**src/rtl/gs_acq_pkg.sv**
```systemverilog
// Shared types and constants for the GS multi-channel raw-signal capture path.
package gs_acq_pkg;

  localparam logic [3:0] OP_START = 4'h1;
  localparam logic [3:0] OP_ABORT = 4'h2;
  localparam logic [3:0] HDR_MARK = 4'hA;
  localparam logic [3:0] TRL_MARK = 4'h5;

  typedef struct packed {
    logic [3:0]  op;
    logic [7:0]  mask;
    logic [19:0] cnt;
  } cmd_t;

  typedef enum logic [2:0] {
    ST_IDLE,
    ST_FETCH,
    ST_HDR,
    ST_ADDR,
    ST_PUSH,
    ST_NEXT,
    ST_GAP,
    ST_TRL
  } state_e;

  function automatic logic [15:0] hdr_word(input logic [7:0] mask);
    return {HDR_MARK, 4'h0, mask};
  endfunction

  function automatic logic [15:0] trl_word(input logic aborted);
    return {TRL_MARK, 3'b000, aborted, 8'h00};
  endfunction

endpackage

```
**src/rtl/gs_chan_sched.sv**
```systemverilog
// Finds the next enabled channel at or above 'from', falling back to the lowest
// enabled channel with next_wrap set when none remains.
module gs_chan_sched #(
  parameter int unsigned NCH = 4
) (
  input  logic [NCH-1:0]                               mask,
  input  logic [$clog2(NCH+1)-1:0]                     from,
  output logic [((NCH > 1) ? $clog2(NCH) : 1)-1:0]     next_idx,
  output logic                                         next_wrap,
  output logic [((NCH > 1) ? $clog2(NCH) : 1)-1:0]     low_idx
);

  localparam int unsigned CW = (NCH > 1) ? $clog2(NCH) : 1;

  // Scan downward so the last hit is the lowest qualifying index.
  always_comb begin
    next_idx  = '0;
    next_wrap = 1'b1;
    low_idx   = '0;
    for (int i = int'(NCH) - 1; i >= 0; i--) begin
      if (mask[i]) begin
        low_idx = CW'(i);
        if (i >= int'(from)) begin
          next_idx  = CW'(i);
          next_wrap = 1'b0;
        end
      end
    end
    if (next_wrap) next_idx = low_idx;
  end

endmodule

```
**src/rtl/gs_multichan_capture.sv**
```systemverilog
// Command-driven multi-channel capture: sweeps a channel mask over the register
// file and frames the samples with header/trailer words into the output FIFO.
module gs_multichan_capture
  import gs_acq_pkg::*;
#(
  parameter int unsigned NCH      = 4,
  parameter int unsigned DW       = 16,
  parameter int unsigned AW       = 8,
  parameter int unsigned CNT_W    = 20,
  parameter int unsigned DIV_W    = 16,
  parameter int unsigned READ_LAT = 1
) (
  input  logic             iClk,
  input  logic             iReset_n,
  input  logic [31:0]      iCmdData,
  input  logic             iCmdEmpty,
  output logic             oCmdRd,
  output logic [AW-1:0]    oAddr,
  output logic [7:0]       oSignSelec,
  input  logic [DW-1:0]    iReg,
  input  logic [DIV_W-1:0] iPeriod,
  output logic [DW-1:0]    oData,
  output logic             oWr,
  input  logic             iFull,
  output logic             oEof,
  output logic             oBusy
);

  localparam int unsigned CW = (NCH > 1) ? $clog2(NCH) : 1;
  localparam int unsigned FW = $clog2(NCH + 1);
  localparam int unsigned LW = (READ_LAT > 1) ? $clog2(READ_LAT) : 1;

  state_e             state_q, state_d;
  logic [7:0]         mask_q, mask_d;
  logic [CNT_W-1:0]   n_q, n_d;
  logic [CNT_W-1:0]   s_q, s_d;
  logic [CW-1:0]      c_q, c_d;
  logic               abort_q, abort_d;
  logic [LW-1:0]      lat_q, lat_d;
  logic [DIV_W-1:0]   gap_q, gap_d;
  logic [DW-1:0]      smp_q, smp_d;
  logic [DW-1:0]      data_q, data_d;
  logic               wr_q, wr_d;
  logic               rd_q, rd_d;
  logic               eof_q, eof_d;
  logic               busy_q, busy_d;

  cmd_t               cmd_w;
  logic [CW-1:0]      next_idx;
  logic               next_wrap;
  logic [CW-1:0]      low_idx;

  assign cmd_w = cmd_t'(iCmdData);

  gs_chan_sched #(
    .NCH (NCH)
  ) u_sched (
    .mask      (mask_q[NCH-1:0]),
    .from      (FW'(c_q) + FW'(1)),
    .next_idx  (next_idx),
    .next_wrap (next_wrap),
    .low_idx   (low_idx)
  );

  // Next-state and registered-output decode.
  always_comb begin
    state_d = state_q;
    mask_d  = mask_q;
    n_d     = n_q;
    s_d     = s_q;
    c_d     = c_q;
    abort_d = abort_q;
    lat_d   = lat_q;
    gap_d   = gap_q;
    smp_d   = smp_q;
    data_d  = data_q;
    wr_d    = 1'b0;
    rd_d    = 1'b0;
    eof_d   = 1'b0;

    unique case (state_q)
      ST_IDLE: begin
        if (!iCmdEmpty) begin
          rd_d    = 1'b1;
          state_d = ST_FETCH;
        end
      end
      ST_FETCH: begin
        mask_d  = cmd_w.mask;
        n_d     = cmd_w.cnt[CNT_W-1:0];
        abort_d = 1'b0;
        if (cmd_w.op == OP_START && (|cmd_w.mask[NCH-1:0])) state_d = ST_HDR;
        else                                                state_d = ST_IDLE;
      end
      ST_HDR: begin
        if (!iFull) begin
          wr_d   = 1'b1;
          data_d = DW'(hdr_word(mask_q));
          if (n_q == '0) begin
            state_d = ST_TRL;
          end else begin
            s_d     = '0;
            c_d     = low_idx;
            lat_d   = '0;
            state_d = ST_ADDR;
          end
        end
      end
      ST_ADDR: begin
        if (lat_q == LW'(READ_LAT - 1)) begin
          smp_d   = iReg;
          state_d = ST_PUSH;
        end else begin
          lat_d = lat_q + LW'(1);
        end
      end
      ST_PUSH: begin
        if (!iFull) begin
          wr_d    = 1'b1;
          data_d  = smp_q;
          state_d = ST_NEXT;
        end
      end
      ST_NEXT: begin
        lat_d = '0;
        if (!next_wrap) begin
          c_d     = next_idx;
          state_d = ST_ADDR;
        end else if (s_q == n_q - CNT_W'(1)) begin
          state_d = ST_TRL;
        end else begin
          s_d = s_q + CNT_W'(1);
          c_d = next_idx;
          if (iPeriod == '0) begin
            state_d = ST_ADDR;
          end else begin
            gap_d   = iPeriod;
            state_d = ST_GAP;
          end
        end
      end
      ST_GAP: begin
        // Only an ABORT is consumed here; any other command waits for IDLE.
        if (!iCmdEmpty && cmd_w.op == OP_ABORT) begin
          rd_d    = 1'b1;
          abort_d = 1'b1;
          state_d = ST_TRL;
        end else if (gap_q <= DIV_W'(1)) begin
          state_d = ST_ADDR;
        end else begin
          gap_d = gap_q - DIV_W'(1);
        end
      end
      ST_TRL: begin
        if (!iFull) begin
          wr_d    = 1'b1;
          eof_d   = 1'b1;
          data_d  = DW'(trl_word(abort_q));
          abort_d = 1'b0;
          state_d = ST_IDLE;
        end
      end
      default: state_d = ST_IDLE;
    endcase

    busy_d = (state_d != ST_IDLE) && (state_d != ST_FETCH);
  end

  always_ff @(posedge iClk or negedge iReset_n) begin
    if (!iReset_n) begin
      state_q <= ST_IDLE;
      mask_q  <= '0;
      n_q     <= '0;
      s_q     <= '0;
      c_q     <= '0;
      abort_q <= 1'b0;
      lat_q   <= '0;
      gap_q   <= '0;
      smp_q   <= '0;
      data_q  <= '0;
      wr_q    <= 1'b0;
      rd_q    <= 1'b0;
      eof_q   <= 1'b0;
      busy_q  <= 1'b0;
    end else begin
      state_q <= state_d;
      mask_q  <= mask_d;
      n_q     <= n_d;
      s_q     <= s_d;
      c_q     <= c_d;
      abort_q <= abort_d;
      lat_q   <= lat_d;
      gap_q   <= gap_d;
      smp_q   <= smp_d;
      data_q  <= data_d;
      wr_q    <= wr_d;
      rd_q    <= rd_d;
      eof_q   <= eof_d;
      busy_q  <= busy_d;
    end
  end

  // The read port follows the sample/channel registers directly.
  assign oAddr      = s_q[AW-1:0];
  assign oSignSelec = 8'(c_q);
  assign oData      = data_q;
  assign oWr        = wr_q;
  assign oCmdRd     = rd_q;
  assign oEof       = eof_q;
  assign oBusy      = busy_q;

endmodule

```
**config.mk**
```make
export PLATFORM = sky130hd
export DESIGN_NAME = gs_multichan_capture
export DESIGN_NICKNAME = d
export VERILOG_FILES = /design/src/rtl/gs_acq_pkg.sv /design/src/rtl/gs_chan_sched.sv /design/src/rtl/gs_multichan_capture.sv
export SDC_FILE = /design/constraint.sdc
export NUM_CORES = 1
export LEC_CHECK = 0
export CAP_MARGIN = 20
export CORE_MARGIN = 3
export CORE_UTILIZATION = 49
export CTS_CLUSTER_DIAMETER = 200
export CTS_CLUSTER_SIZE = 28
export DETAILED_ROUTE_END_ITERATION = 10
export HOLD_SLACK_MARGIN = 0.06
export PLACE_DENSITY = 0.78
export SLEW_MARGIN = 30
export SYNTH_ARGS = -nofsm -noshare
export SYNTH_HDL_FRONTEND = slang
export SYNTH_SLANG_ARGS = --single-unit
```
**constraint.sdc**
```tcl
create_clock -name iClk -period 3 [get_ports iClk]
set_input_delay 0.75 -clock iClk [delete_from_list [all_inputs] [get_ports iClk]]
set_output_delay 0.75 -clock iClk [all_outputs]
set_load 0.005 [all_outputs]
```
# --- Word level (Yosys, flattened, before mapping) ---
# Index checks and enable logic that the tools add are counted.
totals:
  ff_bits: 107
  input_bits: 68
  out_inout_bits: 36
  wordCells: 136
op_classes:
  add_sub_neg: 5
  n_lt_le_gt_ge: 5
  eq_ne: 22
  mux: 67
  bitwise_logic: 1
  reduce_logical: 22
op_table:
  columns: ["cell", "n"]
  rows:
  - ["$mux 16", 8]
  - ["$mux 20", 4]
  - ["$pmux 16 s3", 1]
  - ["$pmux 20 s2", 1]
  - ["$mux 2", 18]
  - ["$mux 3", 11]
  - ["$pmux 16 s2", 1]
  - ["$pmux 3 s8", 1]
  - ["$add 20x1->20 const B", 1]
  - ["$eq 20x20->1", 1]
  - ["$logic_not 20->1", 1]
  - ["$ne 2x2->1 const B", 10]
  - ["$sub 20x1->20 const B", 1]
  - ["$mux 1", 18]
  - ["$le 16x1->1 const B", 1]
  - ["$logic_not 16->1", 1]
  - ["$sub 16x1->16 const B", 1]
  - ["$eq 3x3->1 const B", 4]
  - ["$reduce_bool 3->1", 4]
  - ["$reduce_and 4->1", 2]
  - ["$eq 3x2->1 const B", 2]
  - ["$ge 1x3->1 const A", 2]
  - ["$ge 2x3->1 const A", 2]
  - ["$pmux 1 s3", 2]
  - ["other kinds (20)", 24]

# --- Depth between registers and ports, before layout ---
# Gate-level depths: netlist of the first run.
logic_depth:
  depth_word: 14
  mapped_depth: 13
  depth_no_buf: 10

# --- Hierarchy ---
# From an unflattened synthesis of the first run, not the netlist that was laid out.
unflattened:
  cells_unflattened: 687
  hier_area_um2: 6313.6
modules_own_cells:
  columns: ["module", "n_inst", "cells_each", "area_per_inst_um2", "seq_area_each_um2"]
  rows:
  - ["gs_multichan_capture", 1, 671, 6193.4, 2652.5]
  - ["gs_chan_sched", 1, 16, 120.1, 0.0]

# --- Worst setup path after synthesis of the first run ---
# Ideal clock, no wire load.
synth_path:
  path_type: "register -> register"
  start: "reg n_q[0]"
  end: "reg s_q[17]"
  setup_time_ns: 0.074
  t_arrival_ns: 3.069
  t_required_ns: 2.926
  path_slack_ns: -0.143
  stages_incl_launch_ff: 14
  path_buffers: 3
  period_less_slack_ns: 3.143
  cell_sequence: "dfrtp_1 > clkbuf_1 > inv_1 > ha_1 > or4b_1 > buf_2 > o21bai_1 > a21oi_1 > nand4_1 > or4_4 > a211o_1 > buf_6 > a21o_1 > a21oi_2"
synth_between:
  elab_chain_len: 4
  elab_cells_between_ends: 6
  cone_classes: "add/sub (1); eq/ne (3); reduce/logical (2)"
synth_rtl:
  columns: ["item", "line", "text"]
  rows:
  - ["from (decl)", "gs_multichan_capture.sv:35", "logic [CNT_W-1:0] n_q, n_d;"]
  - ["from (signal assigned)", "gs_multichan_capture.sv:188", "n_q <= n_d;"]
  - ["$sub 20x1->20", "gs_multichan_capture.sv:129", "end else if (s_q == n_q - CNT_W'(1)) begin"]
  - ["$eq 20x20->1", "gs_multichan_capture.sv:129", null]
  - ["$ne 2x2->1 (no source line)", null, null]
  - ["$reduce_and 5->1 (no source line) (*)", null, null]
  - ["to (signal assigned)", "gs_multichan_capture.sv:174", "s_q <= '0;"]
  - ["to (signal assigned)", "gs_multichan_capture.sv:189", "s_q <= s_d;"]
  - ["to (decl)", "gs_multichan_capture.sv:36", "logic [CNT_W-1:0] s_q, s_d;"]
# Mark *: on every way between the ends. The rest lies on a longest branch, timed or not.
# A chain may end at the register's enable or synchronous reset.

# --- Worst setup path in the final report of the first run ---
layout_path:
  start: "reg n_q[6]"
  end: "reg gap_q[13]"
layout_between:
  elab_chain_len: 4
layout_rtl:
  columns: ["item", "line", "text"]
  rows:
  - ["$sub 20x1->20", "gs_multichan_capture.sv:129", null]
  - ["$eq 20x20->1", "gs_multichan_capture.sv:129", null]
  - ["$ne 2x2->1 (no source line)", null, null]
  - ["$reduce_and 6->1 (no source line)", null, null]
  - ["to (signal assigned)", "gs_multichan_capture.sv:193", "gap_q <= gap_d;"]
  - ["to (decl)", "gs_multichan_capture.sv:40", "logic [DIV_W-1:0] gap_q, gap_d;"]
# Every way passes these cells.

==> flow_summary_export.csv, run 1 <==
group,metric,value,unit
floorplanning,start_util,50.6,%
clock_tree,cts_buffer_depth,2,
worst_setup_path,r2r_start,"n_q[6]",
placed_design,dp_cells,943,
logic_synthesis,netlist_instances,674,
logic_synthesis,synth_area_per_cell,9.09,µm²
run_status,status,"complete, but fails checks",
logic_synthesis,yosys_warnings,0,
clock_tree,htreeDepth,3,
power_and_ir_drop,p_leak,0.00328,µW
routing,drt_iter0_drc,368,
worst_setup_path,crit_type,"reg -> reg",
floorplanning,die_h,118,µm
logic_synthesis,ys_async_sr_fraction,100,%
logic_synthesis,synth_area,6120,µm²
routing,wl_met3,1100,µm
routing,antenna_left,0,
sta,fmax,332,MHz
worst_setup_path,cp.arrival,3.25,ns
cells_and_area,fillers,995,
sta,fin_worst_skew,0.00887,ns
clock_tree,cts_tree,"yes",
global_routing,grt_pass1_wl,27400,µm
clock_tree,clockRootBuffer,"clkbuf_16",
sta,fin_ws,-0.0101,ns
cells_and_area,seqCellArea,2650,µm²
power_and_ir_drop,powerDensity,935,nW/µm²
cells_and_area,nNetsFinal,859,
logic_synthesis,ys_ff_latch,106,
floorplanning,die_area,13900,µm²
placed_design,portBuffers,97,
sta,rsz0062_at_grt,"true",
power_and_ir_drop,ir_worst_vdd,0.653,mV
worst_setup_path,r2r_end,"gap_q[13]",
logic_synthesis,ys_types,62,
cells_and_area,antennaDiodeCount,0,
sta,hold_violations,0,
global_routing,grt_pass1_vias,5625,
logic_synthesis,ys_seq_area_share,43.3,%
routing,drc,0,
run_status,violations,"negative setup slack",
worst_setup_path,crit_fanout,15,
logic_synthesis,synth_ff_type,"dfrtp_1",
placed_design,dpl_worst_slack,-0.116,ns
worst_setup_path,required,3.24,ns
cells_and_area,drive_gt1_share,16.8,%
routing,drt-total-wl,16500,µm
cells_and_area,multi_input_area,3230,µm²
placed_design,place_congestion,0.962,
sta,finalSetupViolCount,1,
routing,met2_wirelength,8010,µm
sta,finalSetupTns,-0.0101,ns
placed_design,hpwl,12000,µm
logic_synthesis,synth_edf_count,0,
clock_tree,clkLatencyLatePin,0.35,ns
worst_setup_path,end_kind,"flip-flop",
sta,period_share,100,%
routing,highest_layer,"met4",
worst_setup_path,r2r_slack,-0.01,ns
logic_synthesis,synth_common_cells,"dfrtp_1, nor2_1, a21oi_1, o21ai_0, mux2_2",
floorplanning,core,12100,µm²
cells_and_area,fin_cells,959,
sta,worst_pin_slew,0.861,ns
clock_tree,cts-buffers-inserted,9,
global_routing,grt_usage,23.8,%
global_routing,antenna_found_initial,0,
logic_synthesis,synth.top_cell.area_share,43.3,%
sta,drv_slew,0,
logic_synthesis,ys_top_cells_by_area,"dfrtp_1, mux2_2, nor2_1, a21oi_1, o21ai_0",
sta,finalCriticalPeriod,3.01,ns
clock_tree,cts.sink_count,106,
floorplanning,fp.dieW,118,µm
logic_synthesis,synth_most_common_cell,"dfrtp_1",
worst_setup_path,startpoint_type,"flip-flop",
clock_tree,cts-hold-fix-buffers,0,
sta,maxSlewHeadroom,42.5,%
routing,wire_per_inst,17.2,µm
global_routing,grt_start_max_net_pins,41,
global_routing,grt_overflow,0,
job,max_cap_viol_count,0,
floorplanning,ios,104,
cells_and_area,area_growth,28.4,%
logic_synthesis,synth_top_area_cell,"dfrtp_1",
clock_tree,clk_pin_slew,0.07,ns
floorplanning,rows,40,
routing,drt_first_pass_iters,5,
routing,num_vias,5562,
hold_path,hold_class,"in -> async",
sta,fin_hold_ws,0.396,ns
worst_setup_path,r2r.worst_path.cells,10,
routing,wl_met1,7300,µm
routing,vias_per_cell,5.80,
==> what timing repair did <==
action | in CTS | in global routing
pin swaps | 2 | 1
gates cloned | 1 | 0
setup buffers | 1 | 0
gates resized for setup | 7 | 19
endpoints found under the setup margin | 25 | 37
endpoints found under the hold margin | 0 | 0
==> layout by cell type, fill, tap and decap left out, types with 4 or more instances in the layout <==
| cell | n |
|---|---|
| a21o_1 | 12 |
| nand2_1 | 38 |
| nor3_1 | 26 |
| a31oi_1 | 11 |
| o22ai_1 | 4 |
| mux2i_1 | 6 |
| dfrtp_1 | 106 |
| and2_1 | 7 |
| o21ai_0 | 36 |
| nand4_1 | 4 |
| clkdlybuf4s50_1 | 96 |
| clkbuf_16 | 9 |
| o211a_1 | 4 |
| o21ai_1 | 10 |
| xor2_1 | 9 |
| buf_4 | 47 |
| nor2_1 | 65 |
| and3_1 | 10 |
| mux2_2 | 39 |
| nor4_1 | 17 |
| nand3_1 | 33 |
| and4_1 | 4 |
| conb_1 | 6 |
| xnor2_1 | 15 |
| a22oi_1 | 13 |
| nand2b_1 | 9 |
| or3_1 | 6 |
| inv_1 | 24 |
| o22a_1 | 5 |
| a21oi_1 | 44 |
==> cell type report <==
| class | count | share of cell area [%] |
|---|---|---|
| Clock buffer | 10 | 3.04 |
| Clock inverter | 5 | 0.478 |
| Inverter | 28 | 1.37 |
| Multi-Input combinational cell | 495 | 41.1 |
| Sequential cell | 106 | 33.7 |
| Tap cell | 168 | 2.67 |
| Timing Repair Buffer | 147 | 17.6 |
==> kinds of logic after synthesis <==
| logic type | after synthesis | share of synthesized area, % |
|---|---|---|
| AO/OA/AOI/OAI | 173 | 17.8 |
| AND/OR/NAND/NOR | 243 | 20.5 |
| flip-flops | 106 | 43.3 |
| XOR/XNOR | 24 | 3.43 |
| multiplexers | 45 | 8.15 |
| adder cells (fa/ha/maj) | 4 | 0.817 |
| other | 1 | 0.0612 |
| buffers and inverters | 78 | 5.88 |
==> registers in the layout, summed over array words and instances (netlist names) <==
signal and cells:
oBusy 1, abort_q 1, oWr 1, oCmdRd 1, s_q 20, c_q 2, oData 16, oEof 1
gap_q 16, state_q 3, n_q 20, mask_q 8, smp_q 16
==> per-layer routing <==
| layer | global-route usage, % | vias to the layer above |
|---|---|---|
| met2 | 39.1 | 186 |
| met4 | 5.42 | 0 |
| li1 | - | 2644 |
| met5 | 0 | - |
| met3 | 7.21 | 13 |
| met1 | 31.0 | 2719 |
==> metrics by stage <==
step                      total power (µW)  area [µm²]  util (%)
after floorplan                       4730        6180         -
after global placement                5910        7490      61.8
after detailed placement              6070        7490      61.8
after CTS                             7330        7830      64.7
after global routing                  7900        7860      64.9
final                                 7350        7860      64.9
==> critical path, stage by stage (launching register included) <==
cell and delay, ns:
dfrtp_1 0.44, or4_4 0.59, nor4_4 0.29, and3_1 0.21, o22ai_2 0.07, or4_4 0.55
buf_6 0.16, o21ai_4 0.19, buf_12 0.17, a21oi_1 0.05, o22a_1 0.18
==> where the power goes <==
part / internal [µW] / switching [µW] / total [µW] / leakage [µW]
combinational: 1780 / 1880 / 3660 / 0.00185
sequential: 2040 / 521 / 2560 / 0.00130
clock: 586 / 541 / 1130 / 0.000131
==> how the worst max path moves through the flow <==
stage                        from        end  slack (ns)  depth (start not counted)
after detailed placement   n_q[1]     s_q[5]       -0.12                         10
after global placement    n_q[10]    s_q[19]       -0.05                          9
after global routing       n_q[0]  gap_q[13]       -0.12                         12
final                      n_q[6]  gap_q[13]       -0.01                         10
after CTS                  n_q[0]  gap_q[13]       0.004                         12
after floorplan            n_q[0]    s_q[17]       -0.06                         13
Note: power is estimated with default switching activity, not from simulation.
==> run 2: changes to the inputs <==
--- a/config.mk
+++ b/config.mk
@@ -5,14 +5,12 @@
 export SDC_FILE = /design/constraint.sdc
 export NUM_CORES = 1
 export LEC_CHECK = 0
-export CAP_MARGIN = 20
 export CORE_MARGIN = 3
-export CORE_UTILIZATION = 49
+export CORE_UTILIZATION = 30
 export CTS_CLUSTER_DIAMETER = 200
 export CTS_CLUSTER_SIZE = 28
 export DETAILED_ROUTE_END_ITERATION = 10
 export HOLD_SLACK_MARGIN = 0.06
-export PLACE_DENSITY = 0.78
 export SLEW_MARGIN = 30
 export SYNTH_ARGS = -nofsm -noshare
 export SYNTH_HDL_FRONTEND = slang
==> run 2 against run 1 <==
Net effect: the run still ends with negative setup slack left; non-clock buffer count grew 15; critical path depth did not move; final area is 3.5% higher; via count shrank 1.3%; critical endpoint is now s_q[15]; core utilization is 24 points lower; register-to-register slack hardly changed; hold slack lost 0.029 ns; critical path type unchanged; final cell count grew 12%; worst setup slack worse by 0.015 ns; first-iteration DRC count grew 16%.
==> flow_summary_export.csv, run 2 (synthesis gave the netlist of run 1 again) <==
group,metric,value,unit
run_status,status,"complete, but fails checks",
run_status,violations,"negative setup slack",
sta,finalSetupViolCount,10,
global_routing,grt_start_max_net_pins,69,
placed_design,place_congestion,0.854,
hold_path,hold_class,"in -> async",
clock_tree,clockRootBuffer,"clkbuf_16",
cells_and_area,antennaDiodeCount,0,
clock_tree,cts_buffer_depth,2,
global_routing,grt_overflow,0,
floorplanning,start_util,31.0,%
sta,drv_slew,0,
placed_design,portBuffers,97,
sta,period_share,101,%
sta,maxSlewHeadroom,49.2,%
floorplanning,ios,104,
power_and_ir_drop,clkPwrFrac,16.8,%
routing,wire_per_inst,15.8,µm
routing,drt_iter0_drc,428,
routing,drc,0,
power_and_ir_drop,p_sw_share,40.2,%
global_routing,antenna_found_initial,0,
clock_tree,clk_pin_slew,0.08,ns
worst_setup_path,crit_type,"reg -> reg",
clock_tree,htreeDepth,3,
power_and_ir_drop,p_leak,0.00337,µW
routing,drt_first_pass_iters,5,
floorplanning,rows,51,
sta,finalCriticalPeriod,3.02,ns
sta,hold_violations,0,
cells_and_area,nNetsFinal,874,
routing,vias_per_cell,5.12,
routing,antenna_left,0,
clock_tree,cts_tree,"yes",
clock_tree,cts-buffers-inserted,9,
worst_setup_path,crit_fanout,14,
power_and_ir_drop,switching_power,3020,µW
clock_tree,cts-hold-fix-buffers,0,
sta,fin_ws,-0.0246,ns
global_routing,grt_pass1_wl,27600,µm
cells_and_area,area_growth,32.9,%
sta,worst_pin_slew,0.757,ns
job,max_cap_viol_count,0,
power_and_ir_drop,ir_worst_vdd,0.418,mV
routing,drt-total-wl,17000,µm
floorplanning,core,19800,µm²
global_routing,grt_usage,15.4,%
power_and_ir_drop,powerDensity,921,nW/µm²
worst_setup_path,cp.arrival,3.31,ns
floorplanning,die_h,149,µm
floorplanning,fp.dieW,149,µm
cells_and_area,reg_top3,"n_q (20), s_q (20)",
worst_setup_path,required,3.29,ns
worst_setup_path,end_kind,"flip-flop",
routing,num_vias,5489,
power_and_ir_drop,p_seq_share,33.8,%
placed_design,dpl_worst_slack,-0.125,ns
clock_tree,cts.sink_count,106,
sta,rsz0062_at_grt,"true",
global_routing,grt_pass1_vias,5217,
sta,fmax,331,MHz
power_and_ir_drop,comb_power_share,49.4,%
clock_tree,clkLatencyLatePin,0.36,ns
floorplanning,die_area,22200,µm²
cells_and_area,finalCoreUtilization,41.1,%
cells_and_area,final_cell_mix,"dfrtp_1, clkdlybuf4s50_1, nor2_1",
power_and_ir_drop,p_int,4480,µW
cells_and_area,drive_gt1_share,18.7,%
power_and_ir_drop,power,7500,µW
worst_setup_path,startpoint_type,"flip-flop",
sta,fin_worst_skew,0.0112,ns
placed_design,hpwl,12200,µm
cells_and_area,final_common_cell,"dfrtp_1",
-- run 2: cell count changes in the layout (fill, tap and decap cells not counted), moves of 2 or more --
cell and delta:
a21oi_1 -2, a21oi_2 +2, buf_4 +15, clkinv_8 +3
clkinvlp_4 -2
-- run 2: timing repair --
item,CTS,global route
setup buffers,1,2
gates resized for setup,7,20
setup endpoints to repair,27,37
cloned,1,0
pin swaps,2,7
-- run 2: area by class of cell --
type | instances | area [µm²]
Fill cell | 2011 | 11600
Clock inverter | 7 | 93.8
Sequential cell | 106 | 2650
Inverter | 28 | 108
Clock buffer | 9 | 225
Multi-Input combinational cell | 495 | 3230
Tap cell | 265 | 332
Timing Repair Buffer | 162 | 1500
-- run 2: path summary, 6_finish.rpt --
kind / startpoint / to / slack, ns / cells after the start
max reg2reg: n_q[0] / s_q[15] / -0.02 / 10
min in group iClk: smp_q[9] / oData[9] / 0.51 / 2
min reg2reg: smp_q[9] / oData[9] / 0.51 / 2
min: iReset_n / s_q[4] / 0.37 / 1
max: n_q[0] / s_q[15] / -0.02 / 10
max in group asynchronous: iReset_n / mask_q[2] / 1.85 / 2
-- run 2: stage by stage --
step                cell area (µm²)  instances  setup TNS [ns]  hold slack (ns)
finish                         8140       1072          -0.126            0.367
global route                   8140       1072           -1.46            0.405
CTS                            8100       1071        -0.00220            0.376
detailed placement             7700       1053           -1.30            0.495
global placement               7700       1053          -0.502            0.477
floorplan                      6180        679          -0.215            0.454
-- run 2: worst max-delay path: stages (launching register included) --
cell	delay (ns)
dfrtp_1	0.42
inv_4	0.08
ha_4	0.11
or4b_4	0.54
xnor2_2	0.18
o32ai_2	0.15
a22oi_2	0.14
or4_4	0.58
a211o_4	0.43
a21o_1	0.18
a21oi_1	0.14
-- run 2: routing by layer --
layer,GRT usage (%),part of all wire [%]
met1,21.4,44
met2,24.5,47
met3,4.19,7.2
met4,2.75,1.1
met5,0,0
-- run 2: power by group through the flow --
stage / registers [µW] / logic, µW / clock network, µW
floorplan: 2450 / 2280 / 0
global placement: 2550 / 3500 / 0
CTS: 2540 / 3690 / 1290
global route: 2620 / 4130 / 1360
finish: 2530 / 3700 / 1260
detailed placement: 2550 / 3550 / 0
